File: config.mk
export PLATFORM = sky130hd
export DESIGN_NAME = shift_reg_unload
export DESIGN_NICKNAME = d
export VERILOG_FILES = /design/src/rtl/shift_reg_unload.sv
export SDC_FILE = /design/constraint.sdc
export NUM_CORES = 1
export LEC_CHECK = 0
export ABC_AREA = 1
export ABC_CLOCK_PERIOD_IN_PS = 3800
export CAP_MARGIN = 20
export CORE_MARGIN = 5
export CORE_UTILIZATION = 51
export DETAILED_ROUTE_END_ITERATION = 16
export HOLD_SLACK_MARGIN = 0.02
export MAX_ROUTING_LAYER = met4
export PLACE_DENSITY = 0.79
export SYNTH_ARGS = -nofsm -noshare
export SYNTH_HDL_FRONTEND = slang
export SYNTH_SLANG_ARGS = --single-unit
export TNS_END_PERCENT = 1
File: constraint.sdc
create_clock -name clk -period 3.8 [get_ports clk]
set_input_delay 0.76 -clock clk [delete_from_list [all_inputs] [get_ports clk]]
set_output_delay 0.76 -clock clk [all_outputs]
set_load 0.005 [all_outputs]
File: src/rtl/shift_reg_unload.sv
// rtl/shift_reg_unload.sv - parallel-in / serial-out word unloader, negedge domain, optional parity (SHIFT_REG_UNLOAD_PARITY_EN)
module shift_reg_unload #(
  parameter int WIDTH = 32,
  parameter int CHUNK = 8
) (
  input  logic             clk,
  input  logic             rst,
  input  logic             in_valid,
  input  logic [WIDTH-1:0] in_data,
  output logic             in_ready,
  input  logic             out_ready,
  output logic             out_valid,
  output logic [CHUNK-1:0] out_data,
  output logic             out_last,
  output logic             busy
`ifdef SHIFT_REG_UNLOAD_PARITY_EN
  ,
  output logic             out_parity
`endif
);

  localparam int NCHUNK = WIDTH / CHUNK;
  localparam int CW     = $clog2(NCHUNK) + 1;

  typedef enum logic {
    IDLE = 1'b0,
    SEND = 1'b1
  } state_t;

  state_t           state;
  logic [WIDTH-1:0] sreg;
  logic [CW-1:0]    count;
  logic             valid_q;
  logic             last_q;
  logic             load;

`ifdef SHIFT_REG_UNLOAD_PARITY_EN
  logic             parity_q;
  assign out_parity = parity_q;
`endif

  // The bottom chunk of the shift register is always the one on the wire.
  assign out_valid = valid_q;
  assign out_data  = sreg[CHUNK-1:0];
  assign out_last  = last_q;
  assign busy      = (state == SEND);

  // Ready in IDLE, or while the final chunk of the current word is being taken,
  // which lets the next word follow with no bubble.
  assign in_ready = !rst && ((state == IDLE) || ((state == SEND) && last_q && out_ready));
  assign load     = in_valid && in_ready;

  // Single FSM: load a word, shift one chunk per downstream transfer, then reload or idle.
  always_ff @(negedge clk or posedge rst) begin
    if (rst) begin
      state    <= IDLE;
      sreg     <= '0;
      count    <= '0;
      valid_q  <= 1'b0;
      last_q   <= 1'b0;
`ifdef SHIFT_REG_UNLOAD_PARITY_EN
      parity_q <= 1'b0;
`endif
    end else if (load) begin
      state    <= SEND;
      sreg     <= in_data;
      count    <= CW'(NCHUNK - 1);
      valid_q  <= 1'b1;
      last_q   <= (NCHUNK == 1);
`ifdef SHIFT_REG_UNLOAD_PARITY_EN
      parity_q <= ^in_data;
`endif
    end else if ((state == SEND) && out_ready) begin
      if (!last_q) begin
        sreg   <= sreg >> CHUNK;
        count  <= count - CW'(1);
        last_q <= (count == CW'(1));
      end else begin
        state    <= IDLE;
        sreg     <= '0;
        count    <= '0;
        valid_q  <= 1'b0;
        last_q   <= 1'b0;
`ifdef SHIFT_REG_UNLOAD_PARITY_EN
        parity_q <= 1'b0;
`endif
      end
    end
  end

endmodule
==> flow_metrics.env, run 1 <==
export IMPL_yosysWarningCount=0
export IMPL_synth_top_flop_cell="dfrtn_1"
export IMPL_hold_end="sreg[18]"
export IMPL_layout_nets=302
export IMPL_final_util=0.704
export IMPL_relSlewSlack=0.611
export IMPL_pwr_density_cell_nw_per_um2=623
export IMPL_grt_use_total=0.194
export IMPL_n_antenna_cell=0
export IMPL_status="finished, violations left"
export IMPL_hold_viol=0
export IMPL_path_clk_slew_ns=0.05
export IMPL_antenna_found_initial=0
export IMPL_first_pass_iters=4
export IMPL_cts_sinks=37
export IMPL_synth_most_common_cell="nand3_1"
export IMPL_reg2reg_slack_ns=2.34
export IMPL_hold_start="sreg[26]"
export IMPL_start_util=0.525
export IMPL_r2r_start="out_valid"
export IMPL_clkLatencyLatePin_ns=0.30
export IMPL_worst_slack_ns=-0.0504
export IMPL_arrival_ns=3.09
export IMPL_synth_common_cells="nand3_1 (57), nand2_1 (42), dfrtn_1 (37)"
export IMPL_maxCapViolations=0
export IMPL_tightest_slew_ns=0.583
export IMPL_synthesis_nets=253
export IMPL_cts_tree="yes"
export IMPL_yosys_top_cells_area="dfrtn_1 (49%), nand3_1 (15%), nand2_1 (8.3%)"
export IMPL_io_pins=48
export IMPL_wl_met1_um=1920
export IMPL_nFillCells=305
export IMPL_gp_congestion=0.825
export IMPL_core_area_um2=3630
export IMPL_grt_max_degree=36
export IMPL_top_layer="met4"
export IMPL_via_per_inst=5.51
export IMPL_chipHeight_um=71.1
export IMPL_hp_class="reg -> reg"
export IMPL_rows=22
export IMPL_die_w_um=71.1
export IMPL_area_growth_syn_to_layout_pct=34.2
export IMPL_yosysTopAreaCell="dfrtn_1"
export IMPL_synth_distinct_cells=20
export IMPL_cts_buffers=5
export IMPL_drv_slew=0
export IMPL_cts_root_buf="clkbuf_8"
export IMPL_syn_area_per_cell_um2=8.87
export IMPL_grt_pass1_wl_um=7580
export IMPL_hold_depth=2
export IMPL_fp_dieArea_um2=5060
export IMPL_htreeDepth=2
export IMPL_wl_met3_um=334
export IMPL_syn_inst=215
export IMPL_rsz0062_at_grt="yes"
export IMPL_wl_um=4520
export IMPL_ant_nets=0
export IMPL_drive_gt1_frac=0.177
export IMPL_synth_top_cell_area_share=0.486
export IMPL_synth_edff_count=0
export IMPL_yosysSeqAreaShare=0.486
export IMPL_cts_max_path_buffers=2
export IMPL_cp_required_ns=3.04
export IMPL_worstReg2RegEnd="count[0]"
export IMPL_portBuffers=47
export IMPL_synth_async_reset_ratio=1.00
export IMPL_dp_hpwl_um=3000
export IMPL_cp_end_kind="primary output"
export IMPL_skew_ns=0.00692
export IMPL_vias=1725
export IMPL_ir_drop_uv=427
export IMPL_critPathSlowestCell="dfrtn_1"
export IMPL_post_drt_wl_per_cell_um=14.4
export IMPL_path_cells="buf_4 > nand2_4 > a21oi_4 > buf_2"
export IMPL_cp_max_fo=2
export IMPL_drc=0
export IMPL_total_leakage_power_nw=1.24
export IMPL_syn_area_um2=1910
export IMPL_met2_length_um=2180
export IMPL_p_total_mw=1.59
export IMPL_crit_path_start_kind="flop"
export IMPL_dp_slack_ns=-0.235
export IMPL_yosys_register_bits=37
export IMPL_drtIter0Drc=120
export IMPL_cpPeakStageDelay_ns=0.43
export IMPL_r2r_worst_path_cells=5
export IMPL_gr_total_overflow=0
export IMPL_violations="setup timing"
export IMPL_setup_violations=1
export IMPL_grt_pass1_vias=1662
export IMPL_crit_type="reg -> out"
## state kept, by name, summed over array words and instances (netlist names)
signal / cells
out_valid: 1
sreg: 32
count: 3
out_last: 1
## cell families (layout without fill, tap and decap cells)
kind of cell,Yosys count,in the layout,synth area share
AND/OR/NAND/NOR,139,140,0.389
flip-flops,37,37,0.486
buffers and inverters,33,82,0.0984
AO/OA/AOI/OAI,4,4,0.0138
adder cells (fa/ha/maj),2,2,0.0131
## cell usage in the layout, fill, tap and decap left out, types with 4 or more instances in the layout
cell type         n
buf_12            4
buf_4            15
clkbuf_8          5
clkdlybuf4s50_1  35
dfrtn_1          37
dlygate4sd2_1    10
inv_1             6
nand2_1          42
nand3_1          57
nand3_2          11
nand4_1          24
## worst max path at each step
stage,depth (start not counted),startpoint,slack [ns],endpoint
after detailed placement,7,out_ready,-0.23,out_last
final,4,out_last,-0.05,in_ready
after global routing,4,out_last,-0.1,in_ready
after global placement,7,out_ready,-0.19,out_last
after floorplan,4,rst,0.19,sreg[0]
after CTS,4,out_last,-0.18,in_ready
## timing repair
item                       4_1_cts  5_1_grt
cloned                           0        1
hold buffers                     0        0
setup endpoints to repair       12        2
buffers inserted                 2        1
resized for setup               15        5
pin swaps                        0        2
hold endpoints to repair         0        0
## area by class of cell
type	instances	area [µm²]	area share
tap	48	60.1	0.0235
sequential	37	926	0.362
inverter	7	26.3	0.0103
multi-input combinational	146	812	0.317
clock buffer	6	72.6	0.0284
clock inverter	2	10.0	0.00391
timing repair buffer	67	652	0.255
## per-stage QoR
step                      hold slack (ns)  std cells  cell area [µm²]  setup TNS, ns
after detailed placement            0.441        301             2450          -5.00
after global routing                0.460        313             2560         -0.153
after CTS                           0.441        311             2540         -0.178
after floorplan                     0.426        215             1910              0
after global placement              0.435        301             2450          -4.34
final                               0.436        313             2560        -0.0504
## critical path: cells and delay by family (launching register included)
family	cells	cell delay [ns]
flip-flops	1	0.43
buffers and inverters	2	0.26
AO/OA/AOI/OAI	1	0.15
AND/OR/NAND/NOR	1	0.06
## layer usage
layer / track usage / vias to the layer above
li1: - / 845
met1: 0.245 / 798
met2: 0.298 / 71
met3: 0.0540 / 11
met4: 0.0689 / 0
met5: - / -
## power by group
part	total (mW)	internal [mW]	switching, mW
registers	0.662	0.567	0.0946
clock network	0.267	0.127	0.139
logic	0.666	0.307	0.358
Power figures use the tool's default switching activity.
==> run 2: changes to the inputs <==
Settings changed: CORE_MARGIN 5 to 2.
==> flow_metrics.env, run 2 (synthesis results as in run 1) <==
export IMPL_status="finished, violations left"
export IMPL_violations="setup timing"
export IMPL_hold_end="sreg[7]"
export IMPL_cts_max_path_buffers=2
export IMPL_tightest_slew_ns=0.533
export IMPL_netSwitchingFraction=0.356
export IMPL_r2r_worst_path_cells=7
export IMPL_first_pass_iters=4
export IMPL_dp_hpwl_um=2860
export IMPL_n_antenna_cell=0
export IMPL_gp_congestion=0.817
export IMPL_layout_nets=300
export IMPL_power_switching_mw=0.593
export IMPL_top_register="sreg"
export IMPL_chipHeight_um=65.1
export IMPL_drtIter0Drc=146
export IMPL_gr_total_overflow=0
export IMPL_hp_class="reg -> reg"
export IMPL_pwr_density_cell_nw_per_um2=651
export IMPL_hold_start="sreg[15]"
export IMPL_dp_slack_ns=-0.228
export IMPL_cts_buffers=5
export IMPL_portBuffers=47
export IMPL_worst_slack_ns=-0.0370
export IMPL_ant_nets=0
export IMPL_grt_pass1_vias=1681
export IMPL_grt_max_degree=46
export IMPL_combPwrFrac=0.388
export IMPL_drive_gt1_frac=0.167
export IMPL_placed_cell_area_um2=2410
export IMPL_drc=0
export IMPL_relSlewSlack=0.645
export IMPL_grt_pass1_wl_um=7430
export IMPL_r2r_start="out_valid"
export IMPL_rsz0062_at_grt="yes"
export IMPL_io_pins=48
export IMPL_hold_ws_ns=0.451
export IMPL_final_common_cell="nand3_1"
export IMPL_post_drt_wl_per_cell_um=14.4
export IMPL_maxCapViolations=0
export IMPL_grt_use_total=0.236
export IMPL_wl_um=4490
export IMPL_cp_required_ns=3.04
export IMPL_final_cell_area_um2=2560
export IMPL_clkLatencyLatePin_ns=0.30
export IMPL_p_int_mw=1.07
export IMPL_cts_root_buf="clkbuf_8"
export IMPL_seq_area_um2=926
export IMPL_hold_depth=2
export IMPL_clkPwrFrac=0.211
export IMPL_skew_ns=0.00371
export IMPL_worstReg2RegEnd="count[1]"
export IMPL_htreeDepth=2
export IMPL_arrival_ns=3.08
export IMPL_fp_dieArea_um2=4240
export IMPL_largest_register_ff_count=32
export IMPL_path_clk_slew_ns=0.05
export IMPL_ir_drop_uv=573
export IMPL_cp_max_fo=2
export IMPL_vias=1715
export IMPL_hold_viol=0
export IMPL_crit_type="reg -> out"
export IMPL_cts_sinks=37
export IMPL_hold_buffers=0
export IMPL_core_area_um2=3630
export IMPL_cts_tree="yes"
export IMPL_via_per_inst=5.51
export IMPL_crit_path_start_kind="flop"
export IMPL_nFillCells=291
export IMPL_rows=22
export IMPL_start_util=0.525
export IMPL_multi_input_area_um2=812
export IMPL_cp_end_kind="primary output"
export IMPL_die_w_um=65.1
export IMPL_reg2reg_slack_ns=2.35
export IMPL_setup_violations=2
export IMPL_seqPwrFrac=0.401
export IMPL_layout_common_cells="nand3_1 (57), nand2_1 (42), dfrtn_1 (37)"
export IMPL_area_growth_syn_to_layout_pct=34.3
export IMPL_drv_slew=0
export IMPL_antenna_found_initial=0
export IMPL_total_leakage_power_nw=1.23
export IMPL_top_regs="sreg (32), count (3)"
## run 2: final cells by class
class	count	area share
Sequential cell	37	0.362
Multi-Input combinational cell	146	0.317
Timing Repair Buffer	65	0.242
Clock buffer	7	0.0337
Tap cell	48	0.0235
Clock inverter	1	0.0117
Inverter	7	0.0103
## run 2: what timing repair did
action                                  in CTS  in global routing
endpoints found under the setup margin      12                  2
gates resized for setup                     16                  3
pin swaps                                    1                  2
gates cloned                                 0                  1
setup buffers                                2                  1
## run 2: how the worst max path moves through the flow
stage          cells after the start        to  slack (ns)       from
2_1_floorplan                      4   sreg[0]        0.19        rst
3_3_place_gp                       7  out_last       -0.19  out_ready
3_5_place_dp                       7  out_last       -0.23  out_ready
4_1_cts                            4  in_ready       -0.09   out_last
5_1_grt                            4  in_ready       -0.07   out_last
6_report                           3  out_last       -0.04   out_last
## run 2: power groups by stage
stage	Combinational [mW]	Sequential, mW	Clock, mW
after floorplan	0.436	0.657	0
after global placement	0.620	0.663	0
after detailed placement	0.641	0.671	0
after CTS	0.623	0.663	0.354
after global routing	0.725	0.685	0.378
final	0.647	0.668	0.351
## run 2: through the flow
stage               utilization  total power [mW]  cells  TNS, ns
CTS                       0.696              1.64    309  -0.0915
global placement          0.664              1.28    299    -4.10
detailed placement        0.664              1.31    299    -4.89
finish                    0.705              1.67    311  -0.0704
global route              0.705              1.79    311   -0.152
floorplan                     -              1.09    215        0
## run 2: metal layers
metal | GRT usage | wire length, µm
met1 | 0.282 | 1930
met2 | 0.390 | 2190
met3 | 0.0462 | 280
met4 | 0.109 | 92
met5 | - | 0
## run 2: worst max-delay path: stages, from the launching register on
cell           delay, ns
dfrtn_1             0.45
buf_4               0.13
buf_6               0.08
dlygate4sd2_1       0.22
